[config.mk]
export PLATFORM = sky130hd
export DESIGN_NAME = calc_seq_ctrl
export DESIGN_NICKNAME = d
export VERILOG_FILES = /design/src/rtl/calc_pkg.sv /design/src/rtl/calc_seq_ctrl_conv.sv /design/src/rtl/calc_seq_ctrl.sv
export SDC_FILE = /design/constraint.sdc
export NUM_CORES = 1
export LEC_CHECK = 0
export ABC_AREA = 1
export ABC_CLOCK_PERIOD_IN_PS = 5500
export CAP_MARGIN = 5
export CORE_ASPECT_RATIO = 1.1
export CORE_MARGIN = 1
export CORE_UTILIZATION = 40
export CTS_CLUSTER_DIAMETER = 80
export DETAILED_ROUTE_END_ITERATION = 7
export PLACE_DENSITY = 0.61
export SYNTH_ARGS = -nofsm -noshare
export SYNTH_HDL_FRONTEND = slang
export SYNTH_HIERARCHICAL = 1
export SYNTH_SLANG_ARGS = --single-unit
[constraint.sdc]
create_clock -name clk -period 5.5 [get_ports clk]
set_input_delay 0.55 -clock clk [delete_from_list [all_inputs] [get_ports clk]]
set_output_delay 0.55 -clock clk [all_outputs]
set_load 0.05 [all_outputs]
[src/rtl/calc_pkg.sv]
// Shared types, sizes and helpers for the BCD calculator sequencing controller.
package calc_pkg;

  localparam int unsigned OPW        = 7;
  localparam int unsigned RESW       = 16;
  localparam int unsigned ITER       = OPW;
  localparam int unsigned CONV_LEN   = 16;
  localparam int unsigned CNT_W      = $clog2(ITER);
  localparam int unsigned CONV_CNT_W = $clog2(CONV_LEN);

  typedef enum logic [1:0] {
    OP_ADD = 2'd0,
    OP_SUB = 2'd1,
    OP_MUL = 2'd2,
    OP_DIV = 2'd3
  } op_e;

  typedef enum logic [2:0] {
    S_IDLE = 3'd0,
    S_LOAD = 3'd1,
    S_EXEC = 3'd2,
    S_CONV = 3'd3,
    S_DONE = 3'd4
  } state_e;

  typedef struct packed {
    logic [3:0] a_tens;
    logic [3:0] a_ones;
    logic [3:0] b_tens;
    logic [3:0] b_ones;
    op_e        op;
  } req_t;

  function automatic logic [OPW-1:0] dec2bin(input logic [3:0] tens, input logic [3:0] ones);
    return OPW'(tens) * OPW'(10) + OPW'(ones);
  endfunction

  // One double-dabble step: add 3 to every nibble >= 5, then shift in the next binary bit.
  function automatic logic [RESW-1:0] dd_step(input logic [RESW-1:0] bcd, input logic bit_in);
    logic [RESW-1:0] adj;
    adj = bcd;
    for (int i = 0; i < int'(RESW / 4); i++) begin
      if (adj[4*i +: 4] >= 4'd5) adj[4*i +: 4] = adj[4*i +: 4] + 4'd3;
    end
    return (adj << 1) | RESW'(bit_in);
  endfunction

endpackage

[src/rtl/calc_seq_ctrl_conv.sv]
// bcd_seq_conv: sequential double-dabble engine. The load edge performs the first of
// CONV_LEN steps; done_c flags the cycle whose step is the last, with result_c its value.
module bcd_seq_conv
  import calc_pkg::*;
(
  input  logic            clk,
  input  logic            rst,
  input  logic            load,
  input  logic [RESW-1:0] bin,
  output logic            done_c,
  output logic [RESW-1:0] result_c
);

  logic [RESW-1:0]       bin_q;
  logic [RESW-1:0]       bcd_q;
  logic [CONV_CNT_W-1:0] cnt;
  logic                  run;

  assign result_c = dd_step(bcd_q, bin_q[RESW-1]);
  assign done_c   = run && (cnt == CONV_CNT_W'(CONV_LEN - 1));

  always_ff @(posedge clk) begin
    if (rst) begin
      bin_q <= '0;
      bcd_q <= '0;
      cnt   <= '0;
      run   <= 1'b0;
    end else if (load) begin
      bcd_q <= dd_step('0, bin[RESW-1]);
      bin_q <= bin << 1;
      cnt   <= CONV_CNT_W'(1);
      run   <= 1'b1;
    end else if (run) begin
      bcd_q <= result_c;
      bin_q <= bin_q << 1;
      cnt   <= cnt + CONV_CNT_W'(1);
      if (done_c) run <= 1'b0;
    end
  end

endmodule

[src/rtl/calc_seq_ctrl.sv]
// Sequencing controller for the two-operand BCD calculator: capture, validate, execute, convert.
// Optional macro CALC_REMAINDER_EN: DIV reports quotient*100 + remainder instead of the quotient.
module calc_seq_ctrl
  import calc_pkg::*;
(
  input  logic        clk,
  input  logic        rst,
  input  logic        start,
  input  logic [3:0]  a_tens,
  input  logic [3:0]  a_ones,
  input  logic [3:0]  b_tens,
  input  logic [3:0]  b_ones,
  input  logic [1:0]  op,
  output logic        busy,
  output logic        done,
  output logic [15:0] bcd,
  output logic        neg,
  output logic        err_digit,
  output logic        err_div0
);

  state_e            state, state_nxt;
  req_t              req, req_nxt;
  logic [OPW-1:0]    a_val, a_nxt, b_val, b_nxt;
  logic [RESW-1:0]   acc, acc_nxt, sh, sh_nxt;
  logic [CNT_W-1:0]  cnt, cnt_nxt;
  logic              busy_nxt, done_nxt, neg_nxt, err_digit_nxt, err_div0_nxt;
  logic [15:0]       bcd_nxt;

  logic              conv_load, conv_done_c;
  logic [RESW-1:0]   conv_bin, conv_result_c;

  logic              digit_bad, last_iter;
  logic [OPW-1:0]    a_c, b_c, div_q;
  logic [RESW-1:0]   mul_acc, div_result;
  logic [OPW:0]      div_shifted, div_rem;
  logic [OPW+1:0]    div_trial;
  logic              div_qbit;

  assign digit_bad = (req.a_tens > 4'd9) || (req.a_ones > 4'd9) ||
                     (req.b_tens > 4'd9) || (req.b_ones > 4'd9);
  assign a_c       = dec2bin(req.a_tens, req.a_ones);
  assign b_c       = dec2bin(req.b_tens, req.b_ones);
  assign last_iter = (cnt == CNT_W'(ITER - 1));

  // Shift-add multiply: sh holds A shifted left once per iteration, B consumed LSB first.
  assign mul_acc = acc + (b_val[cnt] ? sh : '0);

  // Restoring divide: acc holds the partial remainder, sh[OPW-1:0] the dividend/quotient.
  assign div_shifted = {acc[OPW-1:0], sh[OPW-1]};
  assign div_trial   = {1'b0, div_shifted} - {2'b00, b_val};
  assign div_qbit    = ~div_trial[OPW+1];
  assign div_rem     = div_qbit ? div_trial[OPW:0] : div_shifted;
  assign div_q       = {sh[OPW-2:0], div_qbit};

`ifdef CALC_REMAINDER_EN
  assign div_result = (RESW'(div_q) << 6) + (RESW'(div_q) << 5) + (RESW'(div_q) << 2) +
                      RESW'(div_rem);
`else
  assign div_result = RESW'(div_q);
`endif

  bcd_seq_conv u_conv (
    .clk      (clk),
    .rst      (rst),
    .load     (conv_load),
    .bin      (conv_bin),
    .done_c   (conv_done_c),
    .result_c (conv_result_c)
  );

  always_ff @(posedge clk) begin
    if (rst) begin
      state     <= S_IDLE;
      req       <= '0;
      a_val     <= '0;
      b_val     <= '0;
      acc       <= '0;
      sh        <= '0;
      cnt       <= '0;
      busy      <= 1'b0;
      done      <= 1'b0;
      bcd       <= '0;
      neg       <= 1'b0;
      err_digit <= 1'b0;
      err_div0  <= 1'b0;
    end else begin
      state     <= state_nxt;
      req       <= req_nxt;
      a_val     <= a_nxt;
      b_val     <= b_nxt;
      acc       <= acc_nxt;
      sh        <= sh_nxt;
      cnt       <= cnt_nxt;
      busy      <= busy_nxt;
      done      <= done_nxt;
      bcd       <= bcd_nxt;
      neg       <= neg_nxt;
      err_digit <= err_digit_nxt;
      err_div0  <= err_div0_nxt;
    end
  end

  always_comb begin
    state_nxt     = state;
    req_nxt       = req;
    a_nxt         = a_val;
    b_nxt         = b_val;
    acc_nxt       = acc;
    sh_nxt        = sh;
    cnt_nxt       = cnt;
    done_nxt      = 1'b0;
    bcd_nxt       = bcd;
    neg_nxt       = neg;
    err_digit_nxt = err_digit;
    err_div0_nxt  = err_div0;
    conv_load     = 1'b0;
    conv_bin      = '0;

    unique case (state)
      S_IDLE: begin
        if (start) begin
          req_nxt   = '{a_tens: a_tens, a_ones: a_ones, b_tens: b_tens, b_ones: b_ones,
                        op: op_e'(op)};
          state_nxt = S_LOAD;
        end
      end
      S_LOAD: begin
        neg_nxt       = 1'b0;
        err_digit_nxt = 1'b0;
        err_div0_nxt  = 1'b0;
        a_nxt         = a_c;
        b_nxt         = b_c;
        acc_nxt       = '0;
        sh_nxt        = RESW'(a_c);
        cnt_nxt       = '0;
        if (digit_bad) begin
          err_digit_nxt = 1'b1;
          bcd_nxt       = '0;
          done_nxt      = 1'b1;
          state_nxt     = S_DONE;
        end else if ((req.op == OP_DIV) && (b_c == '0)) begin
          err_div0_nxt  = 1'b1;
          bcd_nxt       = '0;
          done_nxt      = 1'b1;
          state_nxt     = S_DONE;
        end else begin
          state_nxt     = S_EXEC;
        end
      end
      S_EXEC: begin
        cnt_nxt = last_iter ? '0 : cnt + CNT_W'(1);
        case (req.op)
          OP_ADD: begin
            conv_bin  = RESW'(a_val) + RESW'(b_val);
            conv_load = 1'b1;
          end
          OP_SUB: begin
            conv_bin  = (a_val >= b_val) ? RESW'(a_val - b_val) : RESW'(b_val - a_val);
            neg_nxt   = (a_val < b_val);
            conv_load = 1'b1;
          end
          OP_MUL: begin
            acc_nxt   = mul_acc;
            sh_nxt    = sh << 1;
            conv_bin  = mul_acc;
            conv_load = last_iter;
          end
          OP_DIV: begin
            acc_nxt   = RESW'(div_rem);
            sh_nxt    = RESW'(div_q);
            conv_bin  = div_result;
            conv_load = last_iter;
          end
        endcase
        if (conv_load) state_nxt = S_CONV;
      end
      S_CONV: begin
        if (conv_done_c) begin
          bcd_nxt   = conv_result_c;
          done_nxt  = 1'b1;
          state_nxt = S_DONE;
        end
      end
      S_DONE:  state_nxt = S_IDLE;
      default: state_nxt = S_IDLE;
    endcase

    busy_nxt = (state_nxt != S_IDLE);
  end

endmodule
==> impl_metrics.py, run 1 <==
metrics = {
    "logic_synthesis": {
        "synth_compound_area_share_pct": 17.94,
        "synth_edf_count": 0,
        "synth_area_sq_um": 8557,
        "synth_xor_xnor_area_share_pct": 2.866,
        "ys_ff_latch": 127,
        "syn_area_per_cell_sq_um": 6.701,
        "synth_fa_ha_area_share_pct": 11.61,
        "synthArstFlopShare_pct": 0,
        "synthSimpleGateAreaFrac_pct": 27.05,
        "synth_seq_area_share_pct": 29.71,
        "yosys.cell_types.count": 45,
        "synth-main-ff-cell": "dfxtp_1",
        "yosys_warnings": 6,
        "synth_nets": 1372,
        "synthMuxAreaShare_pct": 0,
        "syn_inst": 1277,
        "synth_top_family_by_area": "simple AND/OR/NAND/NOR gates",
    },
    "timing": {
        "min_period_over_period_pct": 63.84,
        "rsz0062_at_grt": "no",
        "slew_headroom_pct": 32.54,
        "period_needed_ns": 3.511,
        "fmax_ghz": 0.2848,
        "worstMarginPinSlew_ns": 1.006,
        "setup_viol": 0,
        "fin_skew_ns": 0.01406,
        "whs_ns": 0.4570,
        "final-max-slew-violation-count": 0,
        "finalSetupTns_ns": 0,
        "hold_violations": 0,
    },
    "worst_setup_path": {
        "path_class": "reg -> reg",
        "critPathArrivalTime_ns": 3.86,
        "cp.required_ns": 5.85,
        "cp_max_fo": 15,
        "reg2reg_slack_ns": 1.99,
        "rr_startpoint": "b_val[1]",
        "endpoint_kind": "register",
        "startpoint_type": "register",
        "regToRegEndpoint": "u_conv/bin_q[15]",
        "worstRegToRegCells": 21,
    },
    "detailed_routing": {
        "drtPass1Iterations": 5,
        "antenna_left": 0,
        "drtIter0Drc": 589,
        "drc": 0,
        "vias": 8138,
        "highest_layer": "met4",
        "wl_met1_mm": 10.87,
        "wl_per_cell_microns": 14.33,
        "dr_wl_met3_microns": 789,
        "dr_wl_met2_mm": 10.75,
        "routed_wl_mm": 22.86,
        "viasPerCell": 5.102,
    },
    "place": {
        "placed_area_sq_um": 9109,
        "place.gp.congestion": 0.9085,
        "dp_hpwl_mm": 16.66,
        "io_buffers": 41,
    },
    "pwr": {
        "cellPowerDensity_nw_per_um2": 401.1,
        "pwr-share-seq_pct": 30.5,
        "p_comb_share_pct": 40.1,
        "vdd_drop_max_uv": 230.4,
        "net-switching-power_mw": 1.669,
        "clockPowerShare_pct": 29.4,
        "p_int_mw": 2.222,
        "p_leak_nw": 4.360,
        "p_sw_share_pct": 42.89,
    },
    "clocking": {
        "insertion_delay_ns": 0.44,
        "cts_tree": "done",
        "cts_buffer_depth": 2,
        "cts_buffers": 17,
        "cts_resized": 0,
        "ctsHoldBuffers": 0,
        "ctsHtreeMaxLevel": 4,
        "cts_setup_buffers": 0,
        "cts.clk_slew.worst_paths_ns": 0.06,
        "numClockSinks": 127,
        "clockRootBuffer": "clkbuf_16",
    },
    "global_routing": {
        "grt_pass1_vias": 7636,
        "grt_max_degree": 58,
        "grt_overflow": 0,
        "antenna_found_initial": 0,
        "track_usage_pct": 21.67,
        "grt_first_pass_wirelength_mm": 37.94,
    },
    "layout": {
        "fin_util_pct": 46.68,
        "layout-area-overhead-vs-synth_pct": 13.38,
        "diodes": 0,
        "drive_above_1_share_pct": 5.191,
        "num-nets-final": 1392,
        "fin_area_sq_um": 9702,
    },
    "flow_run": {
        "maxCapViolations": 0,
    },
    "floorplanning": {
        "row_count": 55,
        "io_pins": 42,
        "fp.dieW_microns": 141.5,
        "start_util_pct": 41.17,
        "dieHeight_microns": 155.4,
        "die-area_sq_um": 21980,
        "core-area_sq_um": 20780,
    },
    "worst_hold_path": {
        "holdPathEnd": "u_conv/run",
        "hold_depth": 1,
        "hp-start": "u_conv/cnt[3]",
        "hold_path.class": "reg -> reg",
    },
    "outcome": {
        "run_status": "completed",
    },
}
[critical path, cell delays in order, from the launching register on]
cell and delay, ns:
dfxtp_1 0.44, inv_1 0.21, nand2_1 0.10, nand3_1 0.07
nand2_1 0.07, nand2_1 0.04, nand2_1 0.16, inv_1 0.27
nor2_1 0.17, ha_1 0.18, inv_1 0.05, fa_1 0.39
nand3b_1 0.17, nand2_1 0.14, nand3_1 0.11, nand2_1 0.13
nand3_1 0.11, nand3_1 0.13, nand3_1 0.08, a21oi_1 0.14
o21ai_0 0.12, nor3_1 0.15
[area by class of cell]
class                   count  area [sq um]
well taps                 285         356.6
repair buffers             47         450.4
clock inverters            15         167.7
flip-flops and latches    127          2542
multi-input cells         927          5095
inverters                 177         664.4
clock buffers              17         425.4
fillers                  2224         11080
[how the worst max path moves through the flow]
| stage | start | to |
|---|---|---|
| finish | b_val[1] | u_conv/bin_q[15] |
| global route | b_val[1] | u_conv/bin_q[15] |
| CTS | b_val[1] | u_conv/bin_q[15] |
| detailed placement | b_val[1] | u_conv/bin_q[15] |
| global placement | b_val[1] | u_conv/bin_q[15] |
| floorplan | b_val[1] | u_conv/bin_q[15] |
[cell usage after synthesis (16+ instances only)]
| library cell | number | share of area, % |
|---|---|---|
| dfxtp_1 | 127 | 30 |
| ha_1 | 65 | 9.5 |
| nor2_1 | 89 | 3.9 |
| xor2_1 | 18 | 1.8 |
| clkbuf_1 | 16 | 0.70 |
| nand4_1 | 17 | 1.2 |
| o21ai_0 | 100 | 5.8 |
| buf_2 | 16 | 0.94 |
| nand2_1 | 298 | 13 |
| inv_1 | 170 | 7.5 |
| nand3_1 | 111 | 6.5 |
| a21oi_1 | 132 | 7.7 |
[logic make-up (layout without fill, tap and decap cells)]
group / count (synthesis) / after routing
buffers and inverters: 223 / 256
XOR/XNOR: 28 / 28
adder cells (fa/ha/maj): 74 / 74
AND/OR/NAND/NOR: 542 / 542
AO/OA/AOI/OAI: 283 / 283
flip-flops: 127 / 127
[sequential cells by signal, indices dropped and copies added (netlist names), 3 cells and up]
signal / flops
u_conv/bcd_q: 16
acc: 16
b_val: 7
cnt: 3
bcd: 16
u_conv/bin_q: 15
u_conv/cnt: 4
state: 3
req: 18
sh: 16
a_val: 7
[power by group through the flow]
stage                     clock network [mW]  registers, mW  logic [mW]
after floorplan                            0           1.17        1.24
after global placement                     0           1.20        1.55
after CTS                               1.16           1.18        1.56
final                                   1.15           1.19        1.56
after detailed placement                   0           1.20        1.55
after global routing                    1.20           1.21        1.78
[metal layers]
metal / track usage [%] / vias up
li1: - / 4224
met3: 3.416 / 29
met1: 28.21 / 3743
met5: 0 / -
met4: 6.912 / 0
met2: 36.61 / 142
[cell usage in the layout (no fill, tap or decap), drive strengths merged, types with 2 or more instances in the layout]
cell type      count
fa                 9
nand3            113
xor2              18
clkinvlp           2
inv              184
ha                65
clkdlybuf4s50     40
o21bai             5
nor3               9
a221oi             2
nor2              97
nand2            299
dfxtp            127
clkinv             5
or2                2
xnor2             10
nand4             17
o22ai              4
clkbuf            17
o21ai            104
buf                7
nand3b             3
a21boi             3
a31oi              9
a211oi             3
a21o               4
o211ai             4
a21oi            141
[stage by stage]
stage / std cells / power (mW) / setup WS (ns)
global route: 1595 / 4.186 / 1.624
global placement: 1563 / 2.746 / 2.092
CTS: 1595 / 3.907 / 1.963
detailed placement: 1563 / 2.754 / 1.980
floorplan: 1277 / 2.409 / 2.558
finish: 1595 / 3.891 / 1.989
(Power assumes the default switching activity.)
==> run 2, diff against run 1 <==
ABC_CLOCK_PERIOD_IN_PS = 3240   (was 5500)
clock period = 3.24 ns   (was 5.5 ns; I/O delays follow)
==> run 2 against run 1 <==
  * Clock power rose by 69%
  * Combinational power rose by 75%
  * Total power is 71% higher
  * First-iteration DRC count is 0.51% higher
  * Fmax up 20%
  * Critical path depth is the same
  * Highest routed layer unchanged
  * Via count increased by 0.95%
==> impl_metrics.py, run 2 (synthesized netlist as in run 1, its figures left out) <==
metrics = {
    "layout": {
        "fin_util_pct": 47.55,
        "largest_reg_flops": 18,
        "num-nets-final": 1410,
        "layout-area-overhead-vs-synth_pct": 15.48,
        "diodes": 0,
        "final_common_cell": "nand2_1",
        "drive_above_1_share_pct": 7.605,
        "top_register": "req",
        "final_cell_mix": "nand2_1 (294), inv_1 (168), a21oi_1 (129), dfxtp_1 (123), nand3_1 (110)",
    },
    "timing": {
        "whs_ns": 0.2880,
        "setup_viol": 0,
        "slew_headroom_pct": 58.78,
        "worstMarginPinSlew_ns": 0.6177,
        "setup_slack_ns": 0.3147,
        "finalSetupTns_ns": 0,
        "final-max-slew-violation-count": 0,
        "period_needed_ns": 2.925,
        "fin_skew_ns": 0.01145,
        "fmax_ghz": 0.3419,
        "min_period_over_period_pct": 90.29,
        "hold_violations": 0,
    },
    "flow_run": {
        "maxCapViolations": 0,
    },
    "clocking": {
        "cts_buffer_depth": 2,
        "cts.clk_slew.worst_paths_ns": 0.06,
        "ctsHtreeMaxLevel": 4,
        "cts_buffers": 17,
        "ctsHoldBuffers": 0,
        "clockRootBuffer": "clkbuf_16",
        "insertion_delay_ns": 0.42,
        "numClockSinks": 127,
        "cts_tree": "done",
    },
    "worst_setup_path": {
        "endpoint_kind": "register",
        "cp_max_fo": 4,
        "startpoint_type": "register",
        "critPathArrivalTime_ns": 3.27,
        "cp.required_ns": 3.58,
        "path_class": "reg -> reg",
    },
    "detailed_routing": {
        "viasPerCell": 5.093,
        "vias": 8215,
        "wl_per_cell_microns": 14.14,
        "drtPass1Iterations": 5,
        "drc": 0,
        "drtIter0Drc": 592,
        "routed_wl_mm": 22.80,
        "antenna_left": 0,
    },
    "pwr": {
        "cellPowerDensity_nw_per_um2": 674.4,
        "p_comb_share_pct": 41.0,
        "clockPowerShare_pct": 29.1,
        "power_mw": 6.664,
        "p_sw_share_pct": 42.14,
        "p_int_mw": 3.856,
        "pwr-share-seq_pct": 29.9,
        "p_leak_nw": 4.475,
        "net-switching-power_mw": 2.808,
        "vdd_drop_max_uv": 392.6,
    },
    "place": {
        "io_buffers": 41,
        "dp_hpwl_mm": 17.11,
        "place.gp.congestion": 0.8883,
        "dpl_worst_slack_ns": 0.1387,
    },
    "floorplanning": {
        "row_count": 55,
        "fp.dieW_microns": 141.5,
        "start_util_pct": 41.17,
        "core-area_sq_um": 20780,
        "die-area_sq_um": 21980,
        "dieHeight_microns": 155.4,
        "io_pins": 42,
    },
    "global_routing": {
        "grt_pass1_vias": 7773,
        "grt_overflow": 0,
        "grt_max_degree": 47,
        "track_usage_pct": 21.30,
        "grt_first_pass_wirelength_mm": 37.49,
        "antenna_found_initial": 0,
    },
    "outcome": {
        "run_status": "completed",
    },
    "worst_hold_path": {
        "hold_path.class": "in -> reg",
    },
}
run 2: cell count changes in the layout (fill, tap and decap cells not counted), moves of 3 or more:
cell,delta
nand2_1,-4
nand2_2,+3
dfxtp_2,+4
dfxtp_1,-4
buf_4,+17
run 2: path summary, 6_finish.rpt:
kind / cells past startpoint / slack, ns / end / from
hold / removal: 2 / 0.29 / state[0] / rst
hold reg to reg: 1 / 0.47 / u_conv/run / u_conv/cnt[3]
setup / recovery: 21 / 0.31 / u_conv/bin_q[15] / b_val[5]
setup reg to reg: 21 / 0.31 / u_conv/bin_q[15] / b_val[5]
run 2: per-stage QoR:
stage / cell area, sq um / cells
global route: 9882 / 1613
detailed placement: 9221 / 1578
CTS: 9818 / 1610
floorplan: 8557 / 1277
global placement: 9221 / 1578
finish: 9882 / 1613
run 2: layer usage:
layer,share of wire (%),wire length [microns],up-vias,track usage (%)
met1,46,10540,3743,27.03
li1,-,-,4248,-
met3,4.6,1051,23,3.632
met2,48,10860,201,36.82
met4,1.5,343,0,6.349
met5,0,0,-,0
run 2: layout make-up:
type	count	area, sq um
Fill cell	2197	10900
Multi-Input combinational cell	927	5127
Sequential cell	127	2547
Inverter	177	664.4
Timing Repair Buffer	65	589.3
Clock buffer	19	452.9
Tap cell	285	356.6
Clock inverter	13	143.9
run 2: critical path, cell delays in order, from the launching register on:
cell	delay, ns
dfxtp_1	0.37
inv_1	0.12
nand2_1	0.07
nand3_1	0.07
nand2_1	0.06
nand2_1	0.07
nand2_4	0.10
inv_1	0.09
nor2_1	0.10
ha_1	0.17
inv_1	0.06
fa_2	0.34
nand3b_1	0.18
nand2_2	0.09
nand3_1	0.12
nand2_2	0.12
nand3_1	0.11
nand3_2	0.11
nand3_1	0.09
a21oi_2	0.12
o21ai_0	0.09
nor3_1	0.20
run 2: what timing repair did:
item,in CTS,in global routing
endpoints found under the setup margin,0,6
gates resized for setup,0,17
setup buffers,0,3
hold endpoints to repair,0,0
run 2: power by group through the flow:
stage	sequential, mW	clock [mW]	combinational (mW)
detailed placement	2.02	0	2.69
CTS	1.99	1.97	2.71
global route	2.02	2.03	3.10
global placement	2.02	0	2.69
finish	1.99	1.94	2.73
floorplan	1.99	0	2.10
